==> src/rtl/button_pkg.sv <==
// Shared constants and FSM encoding for the push-button conditioner (50 MHz reference clock).
// BUTTON_AUTOREPEAT_EN adds the REPEAT state to the encoding.
package button_pkg;

  localparam int unsigned CLK_HZ              = 50_000_000;
  localparam int unsigned DEF_DEBOUNCE_CYCLES = CLK_HZ / 100;  // 10 ms
  localparam int unsigned DEF_REPEAT_DELAY    = CLK_HZ / 2;    // 500 ms
  localparam int unsigned DEF_REPEAT_PERIOD   = CLK_HZ / 10;   // 100 ms
  localparam int unsigned DEF_CNT_W           = 26;

  localparam logic SYNC_RST_VAL = 1'b1;

  typedef enum logic [2:0] {
    ST_RELEASED   = 3'd0,
    ST_PRESS_DB   = 3'd1,
    ST_HELD       = 3'd2,
`ifdef BUTTON_AUTOREPEAT_EN
    ST_REPEAT     = 3'd3,
`endif
    ST_RELEASE_DB = 3'd4
  } btn_state_e;

  function automatic int unsigned max3(input int unsigned a,
                                       input int unsigned b,
                                       input int unsigned c);
    int unsigned m;
    m = (a > b) ? a : b;
    return (m > c) ? m : c;
  endfunction

endpackage

==> src/rtl/button_conditioner_sync_2ff.sv <==
// Two-flop synchronizer for the raw asynchronous button input; resets to the idle (high) level.
module sync_2ff
  import button_pkg::*;
(
  input  logic i_clk,
  input  logic i_rst,
  input  logic i_d,
  output logic o_q
);

  logic meta_q, meta_d;
  logic sync_q, sync_d;

  always_comb begin
    meta_d = i_d;
    sync_d = meta_q;
  end

  always_ff @(posedge i_clk or posedge i_rst) begin
    if (i_rst) begin
      meta_q <= SYNC_RST_VAL;
      sync_q <= SYNC_RST_VAL;
    end else begin
      meta_q <= meta_d;
      sync_q <= sync_d;
    end
  end

  assign o_q = sync_q;

endmodule

==> src/rtl/button_conditioner.sv <==
// Debounces an active-low push-button and produces level, press/release pulses and optional auto-repeat.
// Auto-repeat is built only when BUTTON_AUTOREPEAT_EN is defined.
module button_conditioner
  import button_pkg::*;
#(
  parameter int unsigned DEBOUNCE_CYCLES = DEF_DEBOUNCE_CYCLES,
  parameter int unsigned REPEAT_DELAY    = DEF_REPEAT_DELAY,
  parameter int unsigned REPEAT_PERIOD   = DEF_REPEAT_PERIOD,
  parameter int unsigned CNT_W           = DEF_CNT_W
) (
  input  logic i_CLK,
  input  logic i_RST,
  input  logic i_BTN_n,
  output logic o_BTN_n,
  output logic o_HELD,
  output logic o_PRESS,
  output logic o_RELEASE
);

  localparam logic [CNT_W-1:0] DB_LAST   = CNT_W'(DEBOUNCE_CYCLES - 1);
  localparam logic [CNT_W-1:0] CNT_ONE   = CNT_W'(1);
  // Counter saturates so a long HELD without auto-repeat can never wrap.
  localparam logic [CNT_W-1:0] CNT_LIMIT =
    CNT_W'(max3(DEBOUNCE_CYCLES, REPEAT_DELAY, REPEAT_PERIOD));
`ifdef BUTTON_AUTOREPEAT_EN
  localparam logic [CNT_W-1:0] RD_LAST   = CNT_W'(REPEAT_DELAY - 1);
  localparam logic [CNT_W-1:0] RP_LAST   = CNT_W'(REPEAT_PERIOD - 1);
`endif

  logic s;

  sync_2ff u_sync (
    .i_clk (i_CLK),
    .i_rst (i_RST),
    .i_d   (i_BTN_n),
    .o_q   (s)
  );

  btn_state_e       state_q, state_d;
  logic [CNT_W-1:0] cnt_q, cnt_d, cnt_inc;
  logic             btn_n_q, btn_n_d;
  logic             held_q, held_d;
  logic             press_q, press_d;
  logic             release_q, release_d;
  logic             blip_q, blip_d;

  always_comb begin
    cnt_inc   = (cnt_q >= CNT_LIMIT) ? cnt_q : cnt_q + CNT_ONE;
    state_d   = state_q;
    cnt_d     = cnt_inc;
    btn_n_d   = btn_n_q;
    held_d    = held_q;
    press_d   = 1'b0;
    release_d = 1'b0;
    blip_d    = 1'b0;

    // A repeat event raises o_BTN_n for one cycle; the press pulse lands as it drops back.
    if (blip_q) begin
      btn_n_d = 1'b0;
      press_d = 1'b1;
    end

    unique case (state_q)
      ST_RELEASED: begin
        cnt_d = '0;
        if (!s) begin
          state_d = ST_PRESS_DB;
        end
      end

      ST_PRESS_DB: begin
        if (s) begin
          state_d = ST_RELEASED;
          cnt_d   = '0;
        end else if (cnt_q == DB_LAST) begin
          state_d = ST_HELD;
          cnt_d   = '0;
          press_d = 1'b1;
          btn_n_d = 1'b0;
          held_d  = 1'b1;
        end
      end

      ST_HELD: begin
        if (s) begin
          state_d = ST_RELEASE_DB;
          cnt_d   = '0;
        end
`ifdef BUTTON_AUTOREPEAT_EN
        else if (cnt_q == RD_LAST) begin
          state_d = ST_REPEAT;
          cnt_d   = '0;
          btn_n_d = 1'b1;
          blip_d  = 1'b1;
        end
`endif
      end

`ifdef BUTTON_AUTOREPEAT_EN
      ST_REPEAT: begin
        if (s) begin
          state_d = ST_RELEASE_DB;
          cnt_d   = '0;
        end else if (cnt_q == RP_LAST) begin
          cnt_d   = '0;
          btn_n_d = 1'b1;
          blip_d  = 1'b1;
        end
      end
`endif

      ST_RELEASE_DB: begin
        if (!s) begin
          state_d = ST_HELD;
          cnt_d   = '0;
        end else if (cnt_q == DB_LAST) begin
          state_d   = ST_RELEASED;
          cnt_d     = '0;
          release_d = 1'b1;
          btn_n_d   = 1'b1;
          held_d    = 1'b0;
        end
      end

      default: begin
        state_d = ST_RELEASED;
        cnt_d   = '0;
        btn_n_d = 1'b1;
        held_d  = 1'b0;
      end
    endcase
  end

  always_ff @(posedge i_CLK or posedge i_RST) begin
    if (i_RST) begin
      state_q   <= ST_RELEASED;
      cnt_q     <= '0;
      btn_n_q   <= 1'b1;
      held_q    <= 1'b0;
      press_q   <= 1'b0;
      release_q <= 1'b0;
      blip_q    <= 1'b0;
    end else begin
      state_q   <= state_d;
      cnt_q     <= cnt_d;
      btn_n_q   <= btn_n_d;
      held_q    <= held_d;
      press_q   <= press_d;
      release_q <= release_d;
      blip_q    <= blip_d;
    end
  end

  assign o_BTN_n   = btn_n_q;
  assign o_HELD    = held_q;
  assign o_PRESS   = press_q;
  assign o_RELEASE = release_q;

endmodule

==> config.mk <==
export PLATFORM = sky130hd
export DESIGN_NAME = button_conditioner
export DESIGN_NICKNAME = d
export VERILOG_FILES = /design/src/rtl/button_pkg.sv /design/src/rtl/button_conditioner_sync_2ff.sv /design/src/rtl/button_conditioner.sv
export SDC_FILE = /design/constraint.sdc
export NUM_CORES = 1
export LEC_CHECK = 0
export CAP_MARGIN = 10
export CORE_UTILIZATION = 29
export CTS_CLUSTER_SIZE = 40
export DETAILED_ROUTE_END_ITERATION = 8
export PLACE_DENSITY = 0.44
export SLEW_MARGIN = 5
export SYNTH_ARGS = -nofsm -noshare
export SYNTH_HDL_FRONTEND = slang
export SYNTH_SLANG_ARGS = --single-unit
==> constraint.sdc <==
create_clock -name i_CLK -period 2.4 [get_ports i_CLK]
set_input_delay 0.48 -clock i_CLK [delete_from_list [all_inputs] [get_ports i_CLK]]
set_output_delay 0.48 -clock i_CLK [all_outputs]
set_load 0.01 [all_outputs]
==> results.toml <==
[status]
status = "finished clean"

[cells_and_area]
syn2layout_area_growth_pct = 11.50
final_util = 0.3345
drive_gt1_frac = 0.1375
n_antenna_cell = 0
layout.nets = 244

[power]
pwr-share-seq = 0.540
fin_total_pwr_uw = 1114
internal_power_uw = 871.0
leakagePower_uw = 0.0009230
netSwitchingFraction = 0.2180
ir_worst_vdd_v = 0.0002786
p_comb_frac = 0.036
p_per_area_nw_per_um2 = 459.1
switchingPower_uw = 242.8
pwr-share-clk = 0.425

[floorplanning]
core_um2 = 7253
io_pins = 7
fp.dieH_um = 88.62
start_util = 0.3000
rows = 31
die-area_um2 = 7854
fp.dieW_um = 88.62

[grt]
antenna_found_initial = 0
grtUsageMet1 = 0.2007
met2_usage = 0.2147
globalRouteOverflowTotal = 0
met3_usage = 0.02519
grt_max_degree = 36
grt_pass1_wl_um = 8424
top_usage_layer = "met2"
track_usage = 0.1393
grt_pass1_vias = 1622

[synth]
syn_area_um2 = 2176
yosys_warnings = 0
ys_seq_area_frac = 0.4043
synth_area_per_cell_um2 = 9.419
synth.distinct_cells = 54
syn_inst = 231
syn-num-nets = 236
yosys_register_bits = 35

[clock_tree]
clockRootBuffer = "clkbuf_8"
cts_setup_buffers = 0
cts_tree = "done"
htreeDepth = 2
hold_buffers = 0
cts_made_buffers = 5
clk_pin_slew_ps = 70
clock_latency_ps = 280
numClockSinks = 35
clockBufferDepth = 2
cts_resized = 0

[drt]
firstDrtPassIters = 5
vias_per_cell = 5.153
drt-initial-drc-count = 68
vias = 1747
drtAntennaViolNets = 0
drc = 0
drt_wl_total_um = 4972
avgRoutedWirePerCell_um = 14.67

[sta]
timing.hold.ws_ps = 354.2
finalClockSkew_ps = 4.922
rsz0062_at_grt = "false"
setup_ws_ps = 248.3
setup_viol = 0
clock.fmax_mhz = 464.8
fin_crit_ps = 2152
slew_headroom = 0.6294
tns_ps = 0
slew_violations = 0
hold_viol_final = 0
worst_pin_slew_ps = 556.0
post-route-period-util = 0.8965

[place]
gp_congestion = 0.7697
port-buffer-count = 6
post-dp-hpwl_um = 3535
dp_slack_ps = 255.5

[hold_path]
min_path_type = "flop to flop"

[critical_path]
critPathKind = "flop to flop"
cp.required_ps = 2570
cp-start-kind = "flop"
end_kind = "flop"
cp.arrival_ps = 2330
critPathMaxFanout = 10

[job]
maxCapViolations = 0
[layer usage]
metal	wire [um]	part of all wire	vias to the layer above
li1	-	-	887
met1	2606	0.52	846
met2	2259	0.45	12
met3	81	0.016	2
met4	26	0.0052	0
met5	0	0	-
[power by group through the flow]
| stage | clock network [uW] | logic, uW | registers, uW |
|---|---|---|---|
| finish | 473 | 39.7 | 601 |
| global route | 512 | 46.0 | 602 |
| CTS | 494 | 41.7 | 601 |
| detailed placement | 0 | 41.2 | 612 |
| global placement | 0 | 41.6 | 612 |
| floorplan | 0 | 28.2 | 610 |
[worst paths after layout]
path,from,end,slack (ps),depth (start not counted)
max,cnt_q[1]$_DFF_PP0_,cnt_q[12]$_DFF_PP0_,250,6
min,u_sync.meta_q$_DFF_PP1_,u_sync.o_q$_DFF_PP1_,350,0
max reg2reg,cnt_q[1]$_DFF_PP0_,cnt_q[12]$_DFF_PP0_,250,6
min reg2reg,u_sync.meta_q$_DFF_PP1_,u_sync.o_q$_DFF_PP1_,350,0
max in group asynchronous,i_RST,u_sync.meta_q$_DFF_PP1_,1450,3
min in group asynchronous,i_RST,state_q[0]$_DFFE_PP0P_,610,3
[worst max-delay path: stages, from the launching register on]
cell and delay, ps:
dfrtp_1 410, ha_1 210, and4_1 330, nand2_1 160
o31ai_4 500, nor2_1 100, a2111oi_2 340
[cells in the mapped netlist, drive strengths merged]
| library cell | instances | area share |
|---|---|---|
| o22a | 1 | 0.0040 |
| a31oi | 2 | 0.0057 |
| o22ai | 1 | 0.0029 |
| nor2 | 21 | 0.037 |
| a311o | 1 | 0.0046 |
| and2 | 3 | 0.0086 |
| a2111oi | 6 | 0.041 |
| buf | 9 | 0.032 |
| xor2 | 1 | 0.0040 |
| and4 | 4 | 0.017 |
| inv | 7 | 0.012 |
| nand3b | 1 | 0.0035 |
| o31ai | 3 | 0.017 |
| xnor2 | 2 | 0.0081 |
| o32a | 1 | 0.0052 |
| o21ai | 6 | 0.014 |
| clkbuf | 5 | 0.014 |
| or2 | 3 | 0.0086 |
| dfrtp | 32 | 0.37 |
| or4 | 3 | 0.012 |
| a41oi | 3 | 0.016 |
| nand3 | 13 | 0.030 |
| or3 | 3 | 0.0086 |
| o2111ai | 2 | 0.0081 |
| nor4 | 7 | 0.027 |
| nand4 | 6 | 0.017 |
| mux2i | 11 | 0.051 |
| nor3b | 3 | 0.010 |
| and3 | 5 | 0.014 |
| nor2b | 4 | 0.011 |
| nand4bb | 1 | 0.0052 |
| dfstp | 3 | 0.036 |
| nand2 | 17 | 0.029 |
| a211oi | 5 | 0.017 |
| a21o | 3 | 0.010 |
| nand2b | 1 | 0.0029 |
| a21oi | 15 | 0.036 |
| ha | 2 | 0.011 |
| nor4b | 1 | 0.0040 |
| nand4b | 1 | 0.0040 |
| nor3 | 13 | 0.030 |
[state kept, by name (all words and copies together), names as in the netlist]
signal	flops
o_PRESS	1
o_BTN_n	1
o_HELD	1
u_sync.o_q	1
u_sync.meta_q	1
o_RELEASE	1
cnt_q	26
state_q	3
[stage by stage]
stage | area [um2] | std cells
2_1_floorplan | 2176 | 231
3_3_place_gp | 2326 | 331
3_5_place_dp | 2326 | 331
4_1_cts | 2426 | 339
5_1_grt | 2426 | 339
6_report | 2426 | 339
[cells in the final DEF, fill, tap and decap left out, types with 5 or more instances in the layout]
cell / count
dfrtp_1: 32
nor2_1: 20
nand2_1: 17
a21oi_1: 14
nor3_1: 13
nand3_1: 13
mux2i_1: 11
buf_4: 9
inv_1: 7
clkbuf_8: 7
nor4_1: 6
nand4_1: 6
o21ai_0: 6
clkdlybuf4s50_1: 6
and3_1: 5
a211oi_1: 5
[cell type report]
class | count | area, um2
sequential | 35 | 879.6
inverter | 7 | 26.28
clock buffer | 8 | 100.1
timing repair buffer | 15 | 127.6
fill | 761 | 4827
tap | 99 | 123.9
multi-input combinational | 175 | 1169
[cells by family after synthesis]
group | Yosys count | synth area share
flip-flops | 35 | 0.4043
XOR/XNOR | 3 | 0.01208
buffers and inverters | 21 | 0.05865
AO/OA/AOI/OAI | 49 | 0.1817
adder cells (fa/ha/maj) | 2 | 0.01150
AND/OR/NAND/NOR | 110 | 0.2812
multiplexers | 11 | 0.05061
No activity file was read; power rests on OpenSTA's default activity.
